## config.mk

```make
export PLATFORM = sky130hd
export DESIGN_NAME = cmd_serial_receiver
export DESIGN_NICKNAME = d
export VERILOG_FILES = /design/src/rtl/cmd_serial_receiver_pkg.sv /design/src/rtl/cmd_fifo.sv /design/src/rtl/cmd_serial_receiver.sv
export SDC_FILE = /design/constraint.sdc
export NUM_CORES = 1
export LEC_CHECK = 0
export BUFFER_PORTS_ARGS = -buffer_cell sky130_fd_sc_hd__buf_2
export CAP_MARGIN = 10
export CORE_UTILIZATION = 65
export DETAILED_ROUTE_END_ITERATION = 8
export GPL_TIMING_DRIVEN = 0
export PLACE_DENSITY = 0.84
export SYNTH_ARGS = -nofsm -noshare
export SYNTH_HDL_FRONTEND = slang
export SYNTH_HIERARCHICAL = 1
export SYNTH_SLANG_ARGS = --single-unit
```

## constraint.sdc

```tcl
create_clock -name clock -period 9 [get_ports clock]
set_clock_uncertainty 0.05 [all_clocks]
set_input_delay 0 -clock clock [delete_from_list [all_inputs] [get_ports clock]]
set_output_delay 0 -clock clock [all_outputs]
set_load 0.02 [all_outputs]
```

## src/rtl/cmd_serial_receiver_pkg.sv

```systemverilog
// Shared definitions for the command receiver: default command width and drain FSM states.
`timescale 1ns/1ps
package cmd_rx_defs;

   localparam int CMD_WORD_WIDTH = 32;

   typedef enum logic [1:0] {
      IDLE  = 2'd0,
      SETUP = 2'd1,
      HIGH  = 2'd2,
      GAP   = 2'd3
   } drain_state_t;

endpackage

```

## src/rtl/cmd_fifo.sv

```systemverilog
// Synchronous show-ahead FIFO; pointers carry one extra wrap bit to tell full from empty.
`timescale 1ns/1ps
module cmd_fifo #(
   parameter int WIDTH = 32,
   parameter int DEPTH = 4
) (
   input  logic                     clock,
   input  logic                     reset,
   input  logic                     push,
   input  logic                     pop,
   input  logic [WIDTH-1:0]         wdata,
   output logic [WIDTH-1:0]         rdata,
   output logic                     full,
   output logic                     empty,
   output logic [$clog2(DEPTH):0]   level
);

   localparam int AW = $clog2(DEPTH);

   logic [WIDTH-1:0] mem [DEPTH];
   logic [AW:0]      wr_ptr;
   logic [AW:0]      rd_ptr;
   logic             do_push;
   logic             do_pop;

   assign empty = (wr_ptr == rd_ptr);
   assign full  = (wr_ptr[AW] != rd_ptr[AW]) && (wr_ptr[AW-1:0] == rd_ptr[AW-1:0]);
   assign level = wr_ptr - rd_ptr;
   assign rdata = mem[rd_ptr[AW-1:0]];

   // A pop in the same cycle frees the head slot, so a push into a full FIFO is still taken.
   assign do_pop  = pop && !empty;
   assign do_push = push && (!full || do_pop);

   always_ff @(posedge clock) begin
      if (reset) begin
         wr_ptr <= '0;
         rd_ptr <= '0;
      end else begin
         if (do_push) begin
            mem[wr_ptr[AW-1:0]] <= wdata;
            wr_ptr              <= wr_ptr + 1'b1;
         end
         if (do_pop) begin
            rd_ptr <= rd_ptr + 1'b1;
         end
      end
   end

endmodule

```

## src/rtl/cmd_serial_receiver.sv

```systemverilog
// Deserialises SPI-style command words into a FIFO and replays each one on cmd_data
// with a single, well-spaced latch_data pulse.
`timescale 1ns/1ps
module cmd_serial_receiver
   import cmd_rx_defs::*;
#(
   parameter int WORD_WIDTH  = CMD_WORD_WIDTH,
   parameter int FIFO_DEPTH  = 4,
   parameter int SYNC_STAGES = 2,
   parameter int LATCH_HIGH  = 2,
   parameter int LATCH_GAP   = 2
) (
   input  logic                          clock,
   input  logic                          reset,
   input  logic                          spi_sclk,
   input  logic                          spi_cs_n,
   input  logic                          spi_mosi,
   input  logic                          clear_status,
   output logic [WORD_WIDTH-1:0]         cmd_data,
   output logic                          latch_data,
   output logic [$clog2(FIFO_DEPTH):0]   fifo_level,
   output logic                          overflow,
   output logic                          frame_error
);

   localparam int BW     = $clog2(WORD_WIDTH);
   localparam int CNT_MAX = (LATCH_HIGH > LATCH_GAP) ? LATCH_HIGH : LATCH_GAP;
   localparam int CW     = $clog2(CNT_MAX + 1);

   logic [SYNC_STAGES-1:0] sclk_sync;
   logic [SYNC_STAGES-1:0] cs_sync;
   logic [SYNC_STAGES-1:0] mosi_sync;
   logic                   sclk_s, cs_s, mosi_s;
   logic                   sclk_prev, cs_prev;

   logic [BW-1:0]          bit_cnt;
   logic [WORD_WIDTH-1:0]  shift_reg;
   logic [WORD_WIDTH-1:0]  shift_next;
   logic                   sclk_edge;
   logic                   word_done;
   logic                   frame_err_set;
   logic                   ovf_set;

   logic                   fifo_full, fifo_empty, fifo_pop;
   logic [WORD_WIDTH-1:0]  fifo_head;

   drain_state_t           state;
   logic [CW-1:0]          phase_cnt;

   // Presets make an idle link look idle (sclk low, cs deasserted) straight out of reset.
   always_ff @(posedge clock) begin
      if (reset) begin
         sclk_sync <= '0;
         cs_sync   <= '1;
         mosi_sync <= '0;
         sclk_prev <= 1'b0;
         cs_prev   <= 1'b1;
      end else begin
         sclk_sync <= {sclk_sync[SYNC_STAGES-2:0], spi_sclk};
         cs_sync   <= {cs_sync[SYNC_STAGES-2:0], spi_cs_n};
         mosi_sync <= {mosi_sync[SYNC_STAGES-2:0], spi_mosi};
         sclk_prev <= sclk_s;
         cs_prev   <= cs_s;
      end
   end

   assign sclk_s        = sclk_sync[SYNC_STAGES-1];
   assign cs_s          = cs_sync[SYNC_STAGES-1];
   assign mosi_s        = mosi_sync[SYNC_STAGES-1];
   assign sclk_edge     = sclk_s && !sclk_prev && !cs_s;
   assign word_done     = sclk_edge && (bit_cnt == BW'(WORD_WIDTH - 1));
   assign shift_next    = {shift_reg[WORD_WIDTH-2:0], mosi_s};
   assign frame_err_set = cs_s && !cs_prev && (bit_cnt != '0);
   assign ovf_set       = word_done && fifo_full && !fifo_pop;

   always_ff @(posedge clock) begin
      if (reset) begin
         bit_cnt   <= '0;
         shift_reg <= '0;
      end else if (cs_s) begin
         bit_cnt <= '0;
      end else if (sclk_edge) begin
         shift_reg <= shift_next;
         bit_cnt   <= word_done ? '0 : bit_cnt + 1'b1;
      end
   end

   // Set events take priority over a coincident clear.
   always_ff @(posedge clock) begin
      if (reset) begin
         overflow    <= 1'b0;
         frame_error <= 1'b0;
      end else begin
         if (ovf_set)            overflow <= 1'b1;
         else if (clear_status)  overflow <= 1'b0;
         if (frame_err_set)      frame_error <= 1'b1;
         else if (clear_status)  frame_error <= 1'b0;
      end
   end

   cmd_fifo #(
      .WIDTH (WORD_WIDTH),
      .DEPTH (FIFO_DEPTH)
   ) u_fifo (
      .clock (clock),
      .reset (reset),
      .push  (word_done),
      .pop   (fifo_pop),
      .wdata (shift_next),
      .rdata (fifo_head),
      .full  (fifo_full),
      .empty (fifo_empty),
      .level (fifo_level)
   );

   assign fifo_pop = (state == IDLE) && !fifo_empty;

   // SETUP gives cmd_data one quiet cycle before the strobe rises.
   always_ff @(posedge clock) begin
      if (reset) begin
         state      <= IDLE;
         cmd_data   <= '0;
         latch_data <= 1'b0;
         phase_cnt  <= '0;
      end else begin
         case (state)
            IDLE: begin
               if (!fifo_empty) begin
                  cmd_data <= fifo_head;
                  state    <= SETUP;
               end
            end
            SETUP: begin
               latch_data <= 1'b1;
               phase_cnt  <= '0;
               state      <= HIGH;
            end
            HIGH: begin
               if (phase_cnt == CW'(LATCH_HIGH - 1)) begin
                  latch_data <= 1'b0;
                  phase_cnt  <= '0;
                  state      <= GAP;
               end else begin
                  phase_cnt <= phase_cnt + 1'b1;
               end
            end
            GAP: begin
               if (phase_cnt == CW'(LATCH_GAP - 1)) state <= IDLE;
               else                                 phase_cnt <= phase_cnt + 1'b1;
            end
            default: state <= IDLE;
         endcase
      end
   end

endmodule

```

==> results of run 1 <==
==> worst min-delay path by stage <==
stage,cells after the start,start,slack [ns],end
detailed placement,2,spi_cs_n,0.14,cs_sync[0]$_SDFF_PP1_
global placement,2,spi_cs_n,0.14,cs_sync[0]$_SDFF_PP1_
global route,2,reset,0.03,cs_prev$_SDFF_PP1_
floorplan,1,spi_cs_n,0.05,cs_sync[0]$_SDFF_PP1_
CTS,2,reset,0.01,cs_prev$_SDFF_PP1_
finish,2,reset,0.03,cs_prev$_SDFF_PP1_
==> kinds of logic after synthesis <==
logic type      Yosys count  synth area share, %
xor+xnor                  3                0.322
flops                   219                 69.4
simple gates            180                 9.52
compound gates           90                 6.01
fa+ha+maj                18                 2.85
buf+inv                  48                 2.38
mux                      37                 9.55
==> final cells by class <==
class	count	area [um^2]
buffer	31	130
clock buffer	35	651
clock inverter	5	48.8
fill	700	2770
inverter	17	63.8
multi-input combinational	328	2310
sequential	219	5670
tap	168	210
timing repair buffer	47	260
==> layer usage <==
metal / share of wire [%] / wire [um] / vias to the layer above / global-route usage, %
met4: 3.2 / 508 / 0 / 11.1
met3: 6.0 / 965 / 43 / 4.45
met2: 51 / 8080 / 197 / 45.0
met5: 0 / 0 / - / 0
li1: - / - / 2280 / -
met1: 40 / 6440 / 2415 / 32.8
==> worst reg2reg max path, cell delays in order (launching register included) <==
cell and delay, ns:
sky130_fd_sc_hd__dfxtp_1 0.39, sky130_fd_sc_hd__inv_1 0.12, sky130_fd_sc_hd__ha_1 0.34, sky130_fd_sc_hd__nand2_1 0.20, sky130_fd_sc_hd__nor2_1 0.10, sky130_fd_sc_hd__nand2b_1 0.16, sky130_fd_sc_hd__clkbuf_1 0.27, sky130_fd_sc_hd__inv_1 0.33
sky130_fd_sc_hd__buf_2 0.38, sky130_fd_sc_hd__o31a_1 0.34, sky130_fd_sc_hd__and3_2 0.85
==> where the power goes <==
group          leakage [nW]  internal (mW)  switching, mW
registers              1.92           1.07         0.0154
clock network         0.343          0.523          0.351
logic                 0.974         0.0561          0.107
total                  3.23           1.65          0.473
==> cell usage in the layout, fill, tap and decap left out, types with 5 or more instances in the layout <==
cell type,synthesis,layout
sky130_fd_sc_hd__nor2_1,11,11
sky130_fd_sc_hd__clkbuf_1,23,32
sky130_fd_sc_hd__ha_1,17,17
sky130_fd_sc_hd__dlygate4sd3_1,0,5
sky130_fd_sc_hd__inv_1,17,17
sky130_fd_sc_hd__dfxtp_1,91,91
sky130_fd_sc_hd__clkbuf_16,0,23
sky130_fd_sc_hd__nand2_1,136,136
sky130_fd_sc_hd__buf_2,5,47
sky130_fd_sc_hd__edfxtp_1,128,128
sky130_fd_sc_hd__nor2b_1,8,8
sky130_fd_sc_hd__mux4_2,32,32
sky130_fd_sc_hd__a21oi_1,74,74
==> report_table.html, run 1 <==
<table>
<tr><th>Metric</th><th>Value</th></tr>
<tr><th colspan="2">Status</th></tr>
<tr><td>Outcome</td><td>finished clean</td></tr>
<tr><th colspan="2">Placed design</th></tr>
<tr><td>Worst setup slack after placement</td><td>5.22 ns</td></tr>
<tr><td>Post-Place Cell Area</td><td>8590 um^2</td></tr>
<tr><td>Placer Congestion</td><td>0.801</td></tr>
<tr><td>Number of placed instances with taps included</td><td>around 810</td></tr>
<tr><td>HPWL Detailed</td><td>9680 um</td></tr>
<tr><td>Count of port buffers added during placement</td><td>42</td></tr>
<tr><th colspan="2">Power and ir drop</th></tr>
<tr><td>Max IR drop VDD</td><td>150 uV</td></tr>
<tr><td>Power density relative to cell area</td><td>228 nW/um^2</td></tr>
<tr><td>Static leakage power</td><td>3.23 nW</td></tr>
<tr><td>Post-layout total power</td><td>2.13 mW</td></tr>
<tr><th colspan="2">Clock network</th></tr>
<tr><td>Cell at the root of the clock tree</td><td>sky130_fd_sc_hd__clkbuf_16</td></tr>
<tr><td>Number of levels in the clock H-tree</td><td>1</td></tr>
<tr><td>Post-CTS setup buffers</td><td>0</td></tr>
<tr><td>TritonCTS Buffers</td><td>22</td></tr>
<tr><td>Register clock-pin slew on the reported worst setup and hold paths</td><td>0.06 ns</td></tr>
<tr><td>Clock Tree Buf Depth</td><td>3</td></tr>
<tr><td>Sinks on Clock Net</td><td>219</td></tr>
<tr><td>Clock insertion delay at the later pin of the skew report</td><td>0.49 ns</td></tr>
<tr><td>TritonCTS clock tree</td><td>yes</td></tr>
<tr><td>CTS Hold Bufs</td><td>5</td></tr>
<tr><td>Post_cts resized</td><td>0</td></tr>
<tr><th colspan="2">Timing</th></tr>
<tr><td>Final setup violation count</td><td>0</td></tr>
<tr><td>Hold Fails Final Rpt</td><td>0</td></tr>
<tr><td>Setup slack after layout</td><td>about 5.1 ns</td></tr>
<tr><td>Worst-margin pin slew</td><td>0.931 ns</td></tr>
<tr><td>Final number of max-transition violations</td><td>0</td></tr>
<tr><td>Min Hold Slack</td><td>0.0298 ns</td></tr>
<tr><td>RSZ-0062 raised after global routing</td><td>no</td></tr>
<tr><td>Max Fclk</td><td>255 MHz</td></tr>
<tr><td>Shortest clock period the worst path allows after layout</td><td>3.92 ns</td></tr>
<tr><td>Max-Slew Margin vs Limit</td><td>38.0%</td></tr>
<tr><td>Ratio of final minimum period to clock period</td><td>between 40% and 50%</td></tr>
<tr><td>Accumulated negative setup slack</td><td>0 ns</td></tr>
<tr><th colspan="2">Layout</th></tr>
<tr><td>Total Nets Final</td><td>690</td></tr>
<tr><td>Share of final-layout standard cells stronger than drive strength 1</td><td>between 15 and 20%</td></tr>
<tr><td>Number of flip-flops under the largest register name</td><td>128</td></tr>
<tr><td>Signed area change from the synthesized netlist to the final layout</td><td>14.4%</td></tr>
<tr><td>Non-filler instance count after layout</td><td>850</td></tr>
<tr><td>Diode count</td><td>0</td></tr>
<tr><td>Cell area after layout</td><td>roughly 9300 um^2</td></tr>
<tr><td>Utilization after layout</td><td>between 70% and 80%</td></tr>
<tr><th colspan="2">Worst setup path</th></tr>
<tr><td>CP Max Fanout</td><td>32</td></tr>
<tr><td>Critical path buffer and inverter count</td><td>4</td></tr>
<tr><td>Crit-path leading delay family</td><td>simple AND/OR/NAND/NOR gates</td></tr>
<tr><td>Crit path depth</td><td>10</td></tr>
<tr><td>Data required time of the worst path</td><td>9.06 ns</td></tr>
<tr><td>Worst path most repeated cell</td><td>sky130_fd_sc_hd__inv_1</td></tr>
<tr><td>Crit path arrival time</td><td>3.98 ns</td></tr>
<tr><td>R2r worst-path depth</td><td>10</td></tr>
<tr><td>Slowest cell on the critical path</td><td>sky130_fd_sc_hd__and3_2</td></tr>
<tr><td>Kind of critical path</td><td>register to register</td></tr>
<tr><td>Startpoint of the lowest-slack register-to-register path</td><td>u_fifo/wr_ptr[0]$_SDFFE_PP0P_</td></tr>
<tr><td>Critical Path Sink Type</td><td>register</td></tr>
<tr><td>Delay of the slowest cell on the worst path</td><td>0.85 ns</td></tr>
<tr><td>Worst setup path end</td><td>u_fifo/mem[3][25]$_DFFE_PP_</td></tr>
<tr><td>Reg-to-reg endpoint</td><td>u_fifo/mem[3][25]$_DFFE_PP_</td></tr>
<tr><td>CP Launch Point</td><td>u_fifo/wr_ptr[0]$_SDFFE_PP0P_</td></tr>
<tr><td>Startpoint type of the worst setup path</td><td>register</td></tr>
<tr><td>Setup slack on the worst flop-to-flop path</td><td>5.08 ns</td></tr>
<tr><td>Chain of cells forming the critical path</td><td>inv_1, ha_1, nand2_1, nor2_1, nand2b_1, clkbuf_1, inv_1, buf_2, o31a_1, and3_2</td></tr>
<tr><th colspan="2">GRT</th></tr>
<tr><td>Initial antenna violation count</td><td>0</td></tr>
<tr><td>Congestion Overflow GR</td><td>0</td></tr>
<tr><td>Global-route wire length before repair</td><td>25500 um</td></tr>
<tr><td>Aggregate global-route resource usage</td><td>around a quarter</td></tr>
<tr><td>Via count of the first global-routing pass</td><td>4962</td></tr>
<tr><td>Maximum number of pins on one net before global-route repair</td><td>33</td></tr>
<tr><th colspan="2">Logic synthesis</th></tr>
<tr><td>Most instantiated cells after synthesis</td><td>sky130_fd_sc_hd__nand2_1 (136), sky130_fd_sc_hd__edfxtp_1 (128), sky130_fd_sc_hd__dfxtp_1 (91)</td></tr>
<tr><td>Post-synth EDFFs</td><td>128</td></tr>
<tr><td>Cell type contributing the most total cell area after synthesis</td><td>sky130_fd_sc_hd__edfxtp_1</td></tr>
<tr><td>Cell area after synthesis</td><td>between 8000 and 9000 um^2</td></tr>
<tr><td>Proportion of synthesized chip area in sequential cells</td><td>69.4%</td></tr>
<tr><td>Cells after Synth</td><td>595</td></tr>
<tr><td>Yosys reg bits</td><td>219</td></tr>
<tr><td>Count of distinct cell types in the synthesized netlist</td><td>46</td></tr>
<tr><td>Syn Area/Cell</td><td>~14 um^2</td></tr>
<tr><td>Number of warnings printed during yosys synthesis</td><td>6</td></tr>
<tr><td>Most instantiated flip-flop cell in the synthesis netlist</td><td>sky130_fd_sc_hd__edfxtp_1</td></tr>
<tr><td>Most area-consuming cells after synthesis</td><td>sky130_fd_sc_hd__edfxtp_1 (47%), sky130_fd_sc_hd__dfxtp_1 (22%), sky130_fd_sc_hd__mux4_2 (8.8%)</td></tr>
<tr><td>Area share of the largest cell type after synthesis</td><td>a little under half</td></tr>
<tr><td>Fraction of registers with async set or reset after synthesis</td><td>0%</td></tr>
<tr><td>Most common cell in the synthesized netlist</td><td>sky130_fd_sc_hd__nand2_1</td></tr>
<tr><td>Post-Synthesis Net Count</td><td>roughly 620</td></tr>
<tr><th colspan="2">Drt</th></tr>
<tr><td>Detailed-route DRC error count</td><td>0</td></tr>
<tr><td>Average via count per standard cell</td><td>5.81</td></tr>
<tr><td>Iteration-0 DRC count of the detailed router</td><td>just over 400</td></tr>
<tr><td>Wire length reported by the detailed router</td><td>16000 um</td></tr>
<tr><td>Drt pass-1 iters</td><td>5</td></tr>
<tr><td>DR WL/cell</td><td>18.8 um</td></tr>
<tr><td>Post-DRT Antenna Nets</td><td>0</td></tr>
<tr><td>Vias</td><td>4935</td></tr>
<tr><th colspan="2">Floorplan</th></tr>
<tr><td>Width of the chip</td><td>114 um</td></tr>
<tr><td>Die Area</td><td>approximately 13000 um^2</td></tr>
<tr><td>Cell Rows</td><td>40</td></tr>
<tr><td>Chip height</td><td>114 um</td></tr>
<tr><td>Top Ports</td><td>44</td></tr>
<tr><td>Placeable Area</td><td>12100 um^2</td></tr>
<tr><td>Starting Density</td><td>67.4%</td></tr>
<tr><th colspan="2">Run</th></tr>
<tr><td>Max-cap viol count</td><td>0</td></tr>
<tr><th colspan="2">Hold path</th></tr>
<tr><td>Type of the most critical hold path</td><td>input pin to register</td></tr>
</table>
No activity file was read; power rests on OpenSTA's default activity.
==> run 2: changes to the inputs <==
Settings changed: CORE_UTILIZATION 65 to 60, PLACE_DENSITY 0.84 to 0.78.
Clock period 9 ns to 3.7 ns, I/O delays scaled along.
==> run 2 against run 1 <==
  * Sequential share of layout area decreased by 0.36 points
  * Clock power grew 140%
  * Flip-flop and latch count unchanged
  * Maximum frequency grew 14%
  * Non-clock buffer count is 1 lower
  * Core utilization shrank 6.2 points
  * Routed wire length is 2.2% higher
  * Largest power group unchanged
  * Combinational power rose by 140%
  * Via count fell by 0.45%
  * Sequential power grew 140%
  * First-iteration DRC count down 0.97%
==> report_table.html, run 2 (synthesis results as in run 1) <==
<table>
<tr><th>Metric</th><th>Value</th></tr>
<tr><th colspan="2">Drt</th></tr>
<tr><td>Vias</td><td>4913</td></tr>
<tr><td>Average via count per standard cell</td><td>5.70</td></tr>
<tr><td>Post-DRT Antenna Nets</td><td>0</td></tr>
<tr><td>Detailed-route DRC error count</td><td>0</td></tr>
<tr><td>Wire length reported by the detailed router</td><td>16300 um</td></tr>
<tr><td>DR WL/cell</td><td>19.0 um</td></tr>
<tr><td>Iteration-0 DRC count of the detailed router</td><td>roughly 410</td></tr>
<tr><td>Drt pass-1 iters</td><td>5</td></tr>
<tr><th colspan="2">GRT</th></tr>
<tr><td>Global-route wire length before repair</td><td>24900 um</td></tr>
<tr><td>Congestion Overflow GR</td><td>0</td></tr>
<tr><td>Initial antenna violation count</td><td>1</td></tr>
<tr><td>Via count of the first global-routing pass</td><td>just under 5000</td></tr>
<tr><td>Aggregate global-route resource usage</td><td>22.9%</td></tr>
<tr><td>Maximum number of pins on one net before global-route repair</td><td>33</td></tr>
<tr><th colspan="2">Clock network</th></tr>
<tr><td>TritonCTS Buffers</td><td>22</td></tr>
<tr><td>Clock insertion delay at the later pin of the skew report</td><td>a little under 0.5 ns</td></tr>
<tr><td>Number of levels in the clock H-tree</td><td>1</td></tr>
<tr><td>Register clock-pin slew on the reported worst setup and hold paths</td><td>0.06 ns</td></tr>
<tr><td>Sinks on Clock Net</td><td>219</td></tr>
<tr><td>TritonCTS clock tree</td><td>yes</td></tr>
<tr><td>Cell at the root of the clock tree</td><td>sky130_fd_sc_hd__clkbuf_16</td></tr>
<tr><td>Clock Tree Buf Depth</td><td>3</td></tr>
<tr><th colspan="2">Power and ir drop</th></tr>
<tr><td>Max IR drop VDD</td><td>378 uV</td></tr>
<tr><td>Power density relative to cell area</td><td>545 nW/um^2</td></tr>
<tr><td>Static leakage power</td><td>around 3.2 nW</td></tr>
<tr><th colspan="2">Worst setup path</th></tr>
<tr><td>R2r worst-path depth</td><td>9</td></tr>
<tr><td>Kind of critical path</td><td>register to register</td></tr>
<tr><td>CP Max Fanout</td><td>16</td></tr>
<tr><td>Setup slack on the worst flop-to-flop path</td><td>0.26 ns</td></tr>
<tr><td>Data required time of the worst path</td><td>3.81 ns</td></tr>
<tr><td>Critical Path Sink Type</td><td>register</td></tr>
<tr><td>Startpoint type of the worst setup path</td><td>register</td></tr>
<tr><td>Crit path arrival time</td><td>3.54 ns</td></tr>
<tr><td>Reg-to-reg endpoint</td><td>u_fifo/mem[0][28]$_DFFE_PP_</td></tr>
<tr><td>Startpoint of the lowest-slack register-to-register path</td><td>u_fifo/wr_ptr[0]$_SDFFE_PP0P_</td></tr>
<tr><th colspan="2">Floorplan</th></tr>
<tr><td>Placeable Area</td><td>13200 um^2</td></tr>
<tr><td>Width of the chip</td><td>119 um</td></tr>
<tr><td>Cell Rows</td><td>between 40 and 50</td></tr>
<tr><td>Starting Density</td><td>roughly three fifths</td></tr>
<tr><td>Top Ports</td><td>44</td></tr>
<tr><td>Die Area</td><td>about 14000 um^2</td></tr>
<tr><td>Chip height</td><td>119 um</td></tr>
<tr><th colspan="2">Layout</th></tr>
<tr><td>Most common cell after layout, fill and taps aside</td><td>sky130_fd_sc_hd__nand2_1</td></tr>
<tr><td>Most frequent cells in the layout</td><td>sky130_fd_sc_hd__nand2_1 (136), sky130_fd_sc_hd__edfxtp_1 (128), sky130_fd_sc_hd__dfxtp_1 (91), sky130_fd_sc_hd__a21oi_1 (74), sky130_fd_sc_hd__buf_2 (47)</td></tr>
<tr><td>Total Nets Final</td><td>693</td></tr>
<tr><td>Non-filler instance count after layout</td><td>roughly 860</td></tr>
<tr><td>Number of flip-flops under the largest register name</td><td>128</td></tr>
<tr><td>Number of fill cells in the layout</td><td>858</td></tr>
<tr><td>Cell area after layout</td><td>between 9000 and 10000 um^2</td></tr>
<tr><td>Utilization after layout</td><td>70.9%</td></tr>
<tr><td>Signed area change from the synthesized netlist to the final layout</td><td>15.1%</td></tr>
<tr><td>Share of final-layout standard cells stronger than drive strength 1</td><td>between 10% and 20%</td></tr>
<tr><th colspan="2">Placed design</th></tr>
<tr><td>Placer Congestion</td><td>0.801</td></tr>
<tr><td>Worst setup slack after placement</td><td>-0.173 ns</td></tr>
<tr><td>Count of port buffers added during placement</td><td>42</td></tr>
<tr><td>HPWL Detailed</td><td>around 9400 um</td></tr>
<tr><td>Number of placed instances with taps included</td><td>813</td></tr>
<tr><td>Post-Place Cell Area</td><td>8600 um^2</td></tr>
<tr><th colspan="2">Timing</th></tr>
<tr><td>Hold Fails Final Rpt</td><td>0</td></tr>
<tr><td>Min Hold Slack</td><td>between 0.03 and 0.04 ns</td></tr>
<tr><td>Setup slack after layout</td><td>0.264 ns</td></tr>
<tr><td>RSZ-0062 raised after global routing</td><td>no</td></tr>
<tr><td>Shortest clock period the worst path allows after layout</td><td>around 3.4 ns</td></tr>
<tr><td>Worst-margin pin slew</td><td>between 0.6 and 0.7 ns</td></tr>
<tr><td>Final setup violation count</td><td>0</td></tr>
<tr><td>Max Fclk</td><td>291 MHz</td></tr>
<tr><td>Final number of max-transition violations</td><td>0</td></tr>
<tr><td>Max-Slew Margin vs Limit</td><td>56.4%</td></tr>
<tr><td>Ratio of final minimum period to clock period</td><td>between 90 and 100%</td></tr>
<tr><th colspan="2">Hold path</th></tr>
<tr><td>Type of the most critical hold path</td><td>input pin to register</td></tr>
<tr><td>Start point of the worst min-delay path</td><td>reset</td></tr>
<tr><td>Worst hold path cell count</td><td>2</td></tr>
<tr><td>Worst-case hold path end point</td><td>cs_prev$_SDFF_PP1_</td></tr>
<tr><th colspan="2">Status</th></tr>
<tr><td>Outcome</td><td>finished clean</td></tr>
<tr><th colspan="2">Run</th></tr>
<tr><td>Max-cap viol count</td><td>0</td></tr>
</table>
## run 2: per-stage QoR
step                setup TNS [ns]  power, mW
floorplan                        0       2.96
global placement            -93.89       3.07
detailed placement          -20.93       3.09
CTS                         -23.55       5.14
global route                     0       5.29
finish                           0       5.12
## run 2: critical path, stage by stage (launching register included)
cell and delay [ns]:
sky130_fd_sc_hd__dfxtp_1 0.38, sky130_fd_sc_hd__inv_1 0.12, sky130_fd_sc_hd__ha_1 0.33, sky130_fd_sc_hd__nand2_1 0.20, sky130_fd_sc_hd__nor2_1 0.11, sky130_fd_sc_hd__nand2b_1 0.40
sky130_fd_sc_hd__inv_2 0.28, sky130_fd_sc_hd__buf_2 0.35, sky130_fd_sc_hd__o31a_2 0.41, sky130_fd_sc_hd__and3_4 0.45
## run 2: layout make-up
class	count	area (um^2)	share of cell area, %
well taps	176	220	2.34
plain buffers	30	126	1.35
multi-input cells	332	2370	25.2
clock buffers	35	661	7.03
repair buffers	47	260	2.77
clock inverters	5	23.8	0.253
inverters	17	63.8	0.679
flip-flops and latches	219	5670	60.3
diodes	1	2.50	0.0266
## run 2: worst max-delay path by stage
stage                                        from  slack, ns                          end  cells after the start
finish              u_fifo/wr_ptr[0]$_SDFFE_PP0P_       0.26  u_fifo/mem[0][28]$_DFFE_PP_                      9
global route        u_fifo/wr_ptr[0]$_SDFFE_PP0P_       0.12  u_fifo/mem[2][31]$_DFFE_PP_                      9
global placement    u_fifo/wr_ptr[0]$_SDFFE_PP0P_      -0.74  u_fifo/mem[2][16]$_DFFE_PP_                     10
detailed placement  u_fifo/wr_ptr[0]$_SDFFE_PP0P_      -0.17  u_fifo/mem[1][16]$_DFFE_PP_                     10
CTS                 u_fifo/wr_ptr[0]$_SDFFE_PP0P_      -0.20  u_fifo/mem[2][10]$_DFFE_PP_                     10
floorplan           u_fifo/wr_ptr[0]$_SDFFE_PP0P_       0.53   u_fifo/mem[1][0]$_DFFE_PP_                     10
## run 2: routing by layer
| layer | global-route usage [%] | routed length, um | vias up |
|---|---|---|---|
| li1 | - | - | 2294 |
| met1 | 30.1 | 6660 | 2384 |
| met2 | 39.3 | 8010 | 198 |
| met3 | 3.38 | 1270 | 37 |
| met4 | 7.59 | 406 | 0 |
| met5 | 0 | 0 | - |
## run 2: repair_timing
| action | CTS | global route |
|---|---|---|
| cloned | 0 | 4 |
| hold endpoints to repair | 9 | 0 |
| setup buffers | 0 | 0 |
| resized for setup | 0 | 10 |
| endpoints found under the setup margin | 128 | 128 |
| hold buffers | 5 | 0 |
| pin swaps | 0 | 4 |
## run 2: where the power goes
part	internal (mW)	total (mW)	switching, mW
registers	2.61	2.64	0.0343
logic	0.137	0.397	0.260
clock network	1.22	2.08	0.857
